--- src/rtl/image_stream_ctrl.sv ---
// Streams stored image frames byte-by-byte to a classifier and captures its result
// once per frame; image selection advances on a button edge or a dwell timer.
module image_stream_ctrl #(
  parameter int BYTES_PER_IMAGE = 32,
  parameter int NUM_IMAGES      = 4,
  parameter int DATA_W          = 8,
  parameter int RESULT_W        = 4,
  parameter int SAMPLE_OFFSET   = 16,
  parameter int DWELL_CYCLES    = 12000000,
  localparam int ADDR_W  = $clog2(NUM_IMAGES * BYTES_PER_IMAGE),
  localparam int IMG_W   = (NUM_IMAGES > 1) ? $clog2(NUM_IMAGES) : 1,
  localparam int BYTE_W  = $clog2(BYTES_PER_IMAGE),
  localparam int DWELL_W = (DWELL_CYCLES > 1) ? $clog2(DWELL_CYCLES) : 1
) (
  input  logic                CLK,
  input  logic                RST,
  input  logic                next_img,
  input  logic                auto_en,
  input  logic                wr_en,
  input  logic [ADDR_W-1:0]   wr_addr,
  input  logic [DATA_W-1:0]   wr_data,
  output logic [DATA_W-1:0]   stream_data,
  output logic                frame_start,
  input  logic [RESULT_W-1:0] result_in,
  output logic [RESULT_W-1:0] result_out,
  output logic                result_valid,
  output logic [IMG_W-1:0]    img_index
);

  typedef enum logic {FILL, RUN} state_t;

  logic [DATA_W-1:0]   mem_q [NUM_IMAGES * BYTES_PER_IMAGE];
  logic [BYTE_W-1:0]   byte_q, byte_d;
  logic [IMG_W-1:0]    img_q, img_d;
  logic [DWELL_W-1:0]  dwell_q, dwell_d;
  logic                pend_q, pend_d;
  logic                sync1_q, sync2_q, sync3_q;
  logic [DATA_W-1:0]   stream_q;
  logic                fs_q;
  logic [RESULT_W-1:0] result_q, result_d;
  state_t              state_q, state_d;

  logic [ADDR_W-1:0]   rdAddr;
  logic                lastByte, commit, sample, btnEdge, dwellWrap;

  // Memory has no reset so its contents survive RST; combinational read gives old data on a same-cycle write.
  always_ff @(posedge CLK) begin
    if (wr_en) mem_q[wr_addr] <= wr_data;
  end

  assign rdAddr    = ADDR_W'(img_q * BYTES_PER_IMAGE) + ADDR_W'(byte_q);
  assign lastByte  = (byte_q == BYTE_W'(BYTES_PER_IMAGE - 1));
  assign commit    = lastByte && pend_q;
  assign sample    = (byte_q == BYTE_W'(SAMPLE_OFFSET)) && !commit;
  assign btnEdge   = sync2_q && !sync3_q;
  assign dwellWrap = auto_en && (dwell_q == DWELL_W'(DWELL_CYCLES - 1));

  always_comb begin
    byte_d  = lastByte ? '0 : byte_q + BYTE_W'(1);
    img_d   = img_q;
    if (commit) img_d = (img_q == IMG_W'(NUM_IMAGES - 1)) ? '0 : img_q + IMG_W'(1);
    // A request arriving in the commit cycle is kept for the next frame boundary.
    pend_d  = (pend_q && !commit) || btnEdge || dwellWrap;
    dwell_d = (!auto_en || commit || dwellWrap) ? '0 : dwell_q + DWELL_W'(1);
  end

  always_comb begin
    state_d  = state_q;
    result_d = result_q;
    if (commit) begin
      state_d = FILL;
    end else if (sample) begin
      result_d = result_in;
      state_d  = RUN;
    end
  end

  always_ff @(posedge CLK or posedge RST) begin
    if (RST) begin
      byte_q   <= '0;
      img_q    <= '0;
      dwell_q  <= '0;
      pend_q   <= 1'b0;
      sync1_q  <= 1'b0;
      sync2_q  <= 1'b0;
      sync3_q  <= 1'b0;
      stream_q <= '0;
      fs_q     <= 1'b0;
      result_q <= '0;
      state_q  <= FILL;
    end else begin
      byte_q   <= byte_d;
      img_q    <= img_d;
      dwell_q  <= dwell_d;
      pend_q   <= pend_d;
      sync1_q  <= next_img;
      sync2_q  <= sync1_q;
      sync3_q  <= sync2_q;
      stream_q <= mem_q[rdAddr];
      fs_q     <= (byte_q == '0);
      result_q <= result_d;
      state_q  <= state_d;
    end
  end

  assign stream_data  = stream_q;
  assign frame_start  = fs_q;
  assign result_out   = result_q;
  assign result_valid = (state_q == RUN);
  assign img_index    = img_q;

endmodule

--- config.mk ---
export PLATFORM = sky130hd
export DESIGN_NAME = image_stream_ctrl
export DESIGN_NICKNAME = d
export VERILOG_FILES = /design/src/rtl/image_stream_ctrl.sv
export SDC_FILE = /design/constraint.sdc
export NUM_CORES = 1
export LEC_CHECK = 0
export BUFFER_PORTS_ARGS = -buffer_cell sky130_fd_sc_hd__buf_2
export CAP_MARGIN = 20
export CORE_MARGIN = 2
export CORE_UTILIZATION = 35
export CTS_CLUSTER_SIZE = 25
export DETAILED_ROUTE_END_ITERATION = 8
export PLACE_DENSITY_LB_ADDON = 0.1
export SYNTH_ARGS = -nofsm -noshare
export SYNTH_HDL_FRONTEND = slang
export SYNTH_SLANG_ARGS = --single-unit
--- constraint.sdc ---
create_clock -name CLK -period 3.6 [get_ports CLK]
set_input_delay 1.08 -clock CLK [delete_from_list [all_inputs] [get_ports CLK]]
set_output_delay 1.08 -clock CLK [all_outputs]
set_load 0.005 [all_outputs]
==> summary by stage, run 1 <==
CTS
The later pin in the worst-skew pair is clocked with a latency of slightly above 700 ps. The buffer depth of the longest clock path is 3. The number of buffers added to fix hold violations after cts is 0.

The clock tree root buffer cell is clkbuf_16. Counting every sink on the clock net gives 1,073. The CTS H-tree depth is 3. After clock tree synthesis, the clock-pin slew on the worst setup and hold paths is approximately 60 ps. Post-CTS repair changed the size of 0 cells.

TritonCTS built the clock tree. In this run, CTS created clock tree buffers numbering around 110. After clock tree synthesis, the setup repair step added 0 buffers.

Synth
Of all cell types, the one taking the most synthesized area is edfxtp_1. The most used flip-flop cell after synthesis is edfxtp_1. For this run, asynchronously set or reset flops after synthesis account for approximately 4.6%.

The proportion of netlist area held by the largest area contributor is 73.3%. The synthesized netlist devotes approximately 3.3% of its cell area to compound gates. The number of flops mapped to enable cells by yosys is around 1,000. In the synthesized netlist, mux cells make up between 10% and 20% of the area. During synthesis, Yosys emitted a total of 0 warnings. The post-synth net total is 2,145. The share of synthesized cell area in full adder, half adder and majority cells is less than 1%. Ranked by instance count, the synthesized netlist is headed by edfxtp_1 (1,024), mux4_2 (193), nor2_1 (161), mux2i_1 (128). The total standard cell area after synthesis is about 42,000 um2. The synthesized-area fraction occupied by and/or/nand/nor cells is 3.24%. Sorting the synthesized cells by area gives the leading types as edfxtp_1 (73%), mux4_2 (10%), mux2i_1 (3.1%), dfrtp_1 (2.9%), mux2_2 (1.7%). The most frequently used cell type in the post-synthesis netlist is edfxtp_1. The count of mapped cells out of synthesis is 2,116. The dominant combinational cell family by area after synthesis is multiplexers. After synthesis the netlist holds a flip-flop and latch count of between 1,000 and 1,500. The number of different library cells in the post-synthesis netlist is 49. Each instance of the synthesized netlist takes up on average 19.8 um2. The share of the synthesized netlist area taken by xor and xnor gates is less than 1%. The post-synthesis sequential area ratio is 76.2%.

Floorplan
In this run the count of I/O pins placed on the die edge is 40. In this run the core area contains roughly 130 standard-cell rows. The die area is between 100,000 and 150,000 um2. The core region is 119,000 um2.

Once the floorplan was initialized, standard cells occupied between 30% and 40% of the core. The chip width is 350 um. The die boundary height is 350 um.

Route
After detailed routing, the average wire length per cell comes to 26.9 um. Wires add up to about 110 mm. The detail route stage leaves a number of antenna-violating nets equal to 0. Before antenna repair, the detailed router went through 5 iterations. The number of DRC markers after the initial detailed-route iteration is roughly 2,100. The DRC violation count after routing is 0.

After detailed routing, the number of vias per cell comes to just over 5. The routed via count is ~21,000.

Worst setup path
Data arrives at the worst endpoint at ~3700 ps. In this run the worst setup path begins at byte_q[0]. The endpoint of the worst register-to-register path is stream_data[6]. The maximum fanout encountered on the critical timing path is 26.

The worst register-to-register path begins at byte_q[0]. The cell count of the worst reg-to-reg path is 7. The worst setup path is captured at a register. The worst setup path is launched from a register. The required arrival time at the worst endpoint is about 4200 ps. The setup path with the least slack is of type reg -> reg. The flop-to-flop setup slack is around 500 ps.

Global route
The global routing usage summed across all routing layers is between 10% and 20%. The first global-routing pass estimated 160 mm of wire. The remaining global-route overflow is 0.

The maximum number of pins on one net before global-route repair is 89. The via count of the first global-routing pass is between 20,000 and 25,000. The number of antenna violations at the first check in global routing is 9.

Timing
The maximum frequency from static timing analysis is ~0.32 GHz. The count of final setup violators is 0. The worst relative slew slack is around 31%. For the pin with the worst max-slew slack, the measured transition is approximately 1000 ps. The final max-slew violation count is 0. The worst clock skew on the final layout is ~32 ps. The final hold violation count is 0. Adding up every negative setup slack in the final design gives 0 ps. The final critical-path required period is 3100 ps. Setup repair after global routing left no endpoint under its margin. Dividing the final minimum period by the clock period gives a little under nine tenths.

Finish
The number of filler instances in the final layout is around 11,000. The number of nets in the final layout is ~2,400. The area overhead of the layout relative to synthesis is 17.7%.

The finished layout holds 4,093 standard cells, fillers aside. The fraction of layout cells with a size suffix above 1 is roughly 28%.

Hold path
The path class of the lowest-slack min-delay path is reg -> reg. The path with the worst hold slack has its endpoint at sync2_q. The origin of the worst min-delay path is sync1_q.

The number of instances on the worst hold path is 0.

Placement
The routability-driven placement congestion ratio is 0.796. The number of buffer cells added on primary ports is 39. The post-DP HPWL is around 69 mm.

The total placed cells including tap cells is between 3,000 and 4,000.

Pwr
The leakage power summed over all cells is between 15 and 20 nW. In this run the power density over the cells is 522 nW/um2. VDD sags by at most 0.333 mV.

Outcome
The flow ran to the end, and the final reports show no timing, DRC or antenna violations.

Flow run
The total of max-cap violations is 0.
-- per-layer routing --
metal  GRT usage (%)  vias to the layer above  wire length (um)
met5               0                        -                27
met3            3.16                      146              5240
li1                -                     9214                 -
met2            28.2                      453             50800
met4            4.32                        4              2180
met1            26.6                    11200             52100
-- registers in the layout, indices dropped and copies added, names as in the netlist --
signal	count
img_index	2
pend_q	1
stream_data	8
result_out	4
frame_start	1
byte_q	5
dwell_q	24
sync1_q	1
result_valid	1
sync2_q	1
mem_q	1024
sync3_q	1
-- stage by stage --
step	area [um2]	power (mW)	worst slack, ps	hold WS (ps)	util, %
2_1_floorplan	42000	14.1	917	331	-
3_3_place_gp	45600	14.4	459	382	38.2
3_5_place_dp	45600	14.4	492	378	38.2
4_1_cts	49400	26.1	487	406	41.3
5_1_grt	49400	26.6	403	427	41.3
6_report	49400	25.8	499	400	41.3
-- logic make-up after synthesis --
kind of cell    Yosys count
compound gates          195
fa+ha+maj                 5
mux                     386
xor+xnor                 23
buf+inv                 126
simple gates            308
flops                  1073
-- critical path, cell delays in order, from the launching register on --
cell and delay (ps):
dfrtp_4 500, buf_12 250, buf_4 300, mux4_2 570, a2111o_1 450, o22ai_1 430
a211oi_1 160, mux2_2 320
-- layout by cell type, fill, tap and decap left out, types with 3 or more instances in the layout --
master,Yosys,final
edfxtp_1,1024,1024
buf_4,6,207
mux4_2,193,193
nor2_1,161,160
mux2i_1,128,128
clkbuf_16,0,115
mux2_2,65,65
o22ai_1,59,59
dfrtp_1,49,44
nand2_1,41,41
nor3_1,41,41
a21oi_1,33,33
o221ai_1,31,31
buf_2,20,31
a21o_1,29,29
a211o_1,28,28
buf_12,0,26
clkbuf_1,65,24
clkinv_2,0,23
nand3_1,22,22
clkinv_1,0,21
xor2_1,12,12
xnor2_1,11,11
clkbuf_8,0,10
bufinv_16,0,10
nand4_1,9,9
inv_1,9,8
or4_1,7,7
nor2b_1,7,7
clkinvlp_4,0,6
and3_1,5,5
ha_1,5,5
inv_6,0,5
nand2b_1,4,4
o21ai_0,3,3
nor4_1,3,3
dfrtp_4,0,3
-- how the worst max path moves through the flow --
stage,end
after floorplan,mem_q[109][0]
after global placement,stream_data[6]
after detailed placement,stream_data[6]
after CTS,stream_data[6]
after global routing,stream_data[6]
final,stream_data[6]
-- final cells by class --
| cell class | count | area, um2 | share of cell area, % |
|---|---|---|---|
| clock buffer | 149 | 3110 | 6.29 |
| tap | 1612 | 2020 | 4.08 |
| timing repair buffer | 264 | 2230 | 4.52 |
| sequential | 1073 | 32000 | 64.8 |
| multi-input combinational | 917 | 9380 | 19.0 |
| antenna | 2 | 5.00 | 0.0101 |
| inverter | 9 | 33.8 | 0.0684 |
| clock inverter | 67 | 616 | 1.25 |
-- power breakdown --
group	total, mW	leakage (nW)	internal, mW	switching, mW
Clock	11.6	1.82	6.78	4.84
Combinational	0.414	5.22	0.0812	0.333
Sequential	13.7	9.83	13.7	0.0146
Total	25.8	16.9	20.6	5.19
Power figures use the tool's default switching activity.
==> run 2, diff against run 1 <==
--- a/config.mk
+++ b/config.mk
@@ -5,6 +5,7 @@
 export SDC_FILE = /design/constraint.sdc
 export NUM_CORES = 1
 export LEC_CHECK = 0
+export ABC_AREA = 1
 export BUFFER_PORTS_ARGS = -buffer_cell sky130_fd_sc_hd__buf_2
 export CAP_MARGIN = 20
 export CORE_MARGIN = 2
==> constraint.sdc (replaced) <==
create_clock -name CLK -period 3.6 [get_ports CLK]
set_input_delay 0.18 -clock CLK [delete_from_list [all_inputs] [get_ports CLK]]
set_output_delay 0.18 -clock CLK [all_outputs]
set_load 0.005 [all_outputs]
==> summary by stage, run 2 <==
Outcome
Outcome: complete, no violations (unchanged).

Floorplan
The row count came to 131 (was 127). The chip width is 362 um (was 350 um). The die boundary height was 362 um (was 350 um).

The top-level I/O count was 40 (unchanged). The die area was 131,000 um2 (was 123,000 um2). The initial cell density of the core came to 35.3% (was 35.1%). The standard cell core area is 128,000 um2 (was 119,000 um2).

Finish
The final cell utilization of the core is 40.3% (was 41.3%). The area overhead of the layout relative to synthesis came to 14.4% (was 17.7%). The most common library cell in the layout ignoring fill and taps is nand2_1 (was edfxtp_1). Top library cells by usage in the layout, fill and taps aside: nand2_1 (1,409), edfxtp_1 (1,024), nand3_1 (516) (was edfxtp_1 (1,024), buf_4 (207), mux4_2 (193)).

The fraction of layout cells with a size suffix above 1 is 7.94% (was 28.4%). The register with the most flip-flops is mem_q (unchanged). The number of flip-flops in the largest register is 1,024 (unchanged). The antenna diode count is 0 (was 2).

The number of nets in the final layout is 4,261 (was 2,408). The number of filler instances in the final layout was 12,300 (was 10,700). The final instance count without filler cells is 5,993 (was 4,093).

Timing
The final critical-path required period was 2980 ps (was 3100 ps). RSZ-0062 raised after global routing: no (unchanged). The final max-slew violation count came to 0 (unchanged). The worst clock skew on the final layout was 18.1 ps (was 32.1 ps).

The final hold violation count is 0 (unchanged). The part of the cycle the worst path needs came to 82.9% (was 86.1%). The worst hold slack after final layout is 30.2 ps (was 400 ps).

The accumulated negative setup slack is 0 ps (unchanged). The transition time at the pin with the least slew margin is 1040 ps (was 1030 ps). The maximum frequency from static timing analysis is 0.335 GHz (was 0.322 GHz). The worst relative slew slack was 30.4% (was 31.2%). The count of final setup violators came to 0 (unchanged).

Placement
The routability-driven placement congestion ratio is 0.789 (was 0.796). The number of buffer cells added on primary ports is 39 (unchanged). The total placed cells including tap cells was 5,762 (was 3,875). The post-DP HPWL is 77.3 mm (was 68.9 mm).

Worst setup path
The type of element launching the critical path is a register (unchanged). The critical path arrival is 3650 ps (was 3680 ps). The flop-to-flop setup slack came to 620 ps (was 500 ps). The maximum fanout encountered on the critical timing path is 89 (was 26).

The required arrival time at the worst endpoint is 4270 ps (was 4180 ps). The kind of end point of the critical path is a register (unchanged). The critical path class is reg -> reg (unchanged).

Synth
The post-synthesis compound-gate area fraction is 2.47% (was 3.31%). The synthesized flop and latch total is 1,073 (unchanged). The dominant combinational cell family by area after synthesis is simple AND/OR/NAND/NOR gates (was multiplexers). The post-synth net total came to 4,194 (was 2,145). Top post-synthesis cells by area: edfxtp_1 (68%), nand2_1 (12%), nand3_1 (5.7%), nor2_1 (3.3%), dfrtp_1 (2.7%) (was edfxtp_1 (73%), mux4_2 (10%), mux2i_1 (3.1%), dfrtp_1 (2.9%), mux2_2 (1.7%)). The multiplexer fraction of the synthesized cell area is 0.100% (was 15.2%).

The proportion of netlist area held by the largest area contributor is 68.4% (was 73.3%). The library cell with the largest summed area after synthesis is edfxtp_1 (unchanged). The count of mapped cells out of synthesis is 4,165 (was 2,116). The post-synthesis sequential area ratio is 71.1% (was 76.2%). The number of different library cells in the post-synthesis netlist is 30 (was 49).

Commonest cells in the netlist: nand2_1 (1,409), edfxtp_1 (1,024), nand3_1 (516), nor2_1 (394), inv_1 (287) (was edfxtp_1 (1,024), mux4_2 (193), nor2_1 (161), mux2i_1 (128)). The synthesized-area fraction occupied by and/or/nand/nor cells is 21.3% (was 3.24%). The number of flops mapped to enable cells by yosys is 1,024 (unchanged). The number of warnings printed during yosys synthesis came to 0 (unchanged). The most instantiated flip-flop cell in the synthesis netlist is edfxtp_1 (unchanged).

The total standard cell area after synthesis is 45,000 um2 (was 42,000 um2). The most frequently used cell type in the post-synthesis netlist is nand2_1 (was edfxtp_1). The mean post-synth cell area came to 10.8 um2 (was 19.8 um2). The share of the synthesized netlist area taken by xor and xnor gates came to 0.136% (was 0.480%). The share of flip-flops with an asynchronous set or reset after synthesis is 4.57% (unchanged). The share of synthesized cell area in full adder, half adder and majority cells is 0.139% (was 0.149%).

Hold path
The path class of the lowest-slack min-delay path was in -> reg (was reg -> reg).

Route
The length of the first detailed-routing pass in iterations came to 6 (was 5). The routed wire length on met2 was 64.1 mm (was 50.8 mm). The per-cell routed wire length was 22.5 um (was 26.9 um). The routed via count is 29,600 (was 21,000). The DRC violation count after routing is 0 (unchanged).

The wire length on met1 was 60.8 mm (was 52.1 mm). The number of DRC markers after the initial detailed-route iteration was 2,275 (was 2,103). The total met3 wirelength after detailed routing is 6.60 mm (was 5.24 mm). The via count normalized by instance count is 4.94 (was 5.14). The number of routed nets with antenna violations came to 0 (unchanged). The highest routed metal layer was met4 (was met5). The total wire length after detailed routing was 135 mm (was 110 mm).

Global route
The maximum number of pins on one net before global-route repair is 157 (was 89). The number of antenna violations at the first check in global routing is 4 (was 9). The global routing usage summed across all routing layers was 20.5% (was 18.2%). The remaining global-route overflow came to 0 (unchanged). The via count of the first global-routing pass came to 28,800 (was 21,900).

The first-pass GRT wire length is 199 mm (was 160 mm).

CTS
The total clock buffers created by CTS was 119 (was 114). The clock latency on the worst-skew pair is 730 ps (was 710 ps). The clock slew at the register clock pins of the worst setup and hold paths is 60 ps (about the same). The total clock sinks is 1,073 (unchanged). The TritonCTS clock tree was yes (unchanged). The clock tree root buffer cell was clkbuf_16 (unchanged).

The number of buffers added to fix hold violations after cts is 11 (was 0). The buffer depth of the longest clock path is 3 (unchanged). The CTS H-tree depth is 3 (unchanged).

The count of cells resized by post-cts repair is 0 (unchanged). The number of buffers added for setup after CTS came to 0 (unchanged).

Pwr
The clock power share is 45.7% (was 45.1%). The internal power is 20.7 mW (was 20.6 mW). The leakage power summed over all cells came to 19.2 nW (was 16.9 nW). The power density of the placed cells is 508 nW/um2 (was 522 nW/um2). The peak supply drop is 0.335 mV (was 0.333 mV). The switching share of total power is 20.9% (was 20.1%). The net switching power is 5.45 mW (was 5.19 mW). The combinational power share is 1.7% (was 1.6%). The sequential fraction of design power is 52.6% (was 53.3%).

Flow run
The total of max-cap violations is 0 (unchanged).
==> run 2: cell count changes in the layout (fill, tap and decap cells not counted), sizes merged, moves of 103 or more <==
cell	before	now
nand2	41	1409
nand3	22	517
inv	14	295
nor2	161	396
mux4	193	0
mux2i	128	0
buf	264	161
==> run 2: stage by stage <==
stage / area, um2 / total power [mW] / setup slack, ps
5_1_grt: 51400 / 26.9 / 399
3_5_place_dp: 47500 / 14.4 / 575
3_3_place_gp: 47500 / 14.4 / 549
6_report: 51400 / 26.1 / 616
2_1_floorplan: 45000 / 14.1 / 1420
4_1_cts: 51400 / 26.4 / 566
==> run 2: layer usage <==
layer  global-route usage (%)  vias to the layer above
met5                        0                        -
met4                     5.31                        0
met3                     2.94                      178
met2                     33.5                      734
met1                     28.6                    14600
li1                         -                    14100
==> run 2: worst paths after layout <==
path / from / endpoint / cells past startpoint
max in group asynchronous: RST / dwell_q[22] / 4
setup reg to reg: byte_q[0] / stream_data[7] / 12
min in group asynchronous: RST / result_out[1] / 3
hold / removal: wr_data[5] / mem_q[8][5] / 1
setup / recovery: byte_q[0] / stream_data[7] / 12
hold reg to reg: sync1_q / sync2_q / 0
==> run 2: kinds of logic after synthesis <==
| kind of cell | after synthesis |
|---|---|
| compound gates | 196 |
| fa+ha+maj | 5 |
| buf+inv | 518 |
| xor+xnor | 7 |
| mux | 4 |
| simple gates | 2362 |
| flops | 1073 |
==> run 2: worst max-delay path, cell delays in order (launching register included) <==
cell and delay, ps:
dfrtp_4 570, inv_8 490, buf_12 380, nand2_1 90, nand2_1 80, nand2_1 50
nand3_1 190, nand3_1 110, nand2_1 230, nand3_1 250, nand2_1 230, nand2_1 70
nand2_1 70
==> run 2: power groups by stage <==
stage	logic [mW]	registers, mW	clock network, mW
finish	0.434	13.7	11.9
global route	0.474	13.7	12.7
CTS	0.450	13.7	12.2
detailed placement	0.440	14.0	0
global placement	0.441	14.0	0
floorplan	0.0798	14.0	0
==> run 2: final cells by class <==
type	count	area (um2)	area share (%)
Clock inverter	77	652	1.27
Tap cell	1662	2080	4.04
Inverter	292	1110	2.16
Sequential cell	1073	32000	62.2
Multi-Input combinational cell	2574	10900	21.2
Timing Repair Buffer	172	1600	3.10
Clock buffer	143	3130	6.08
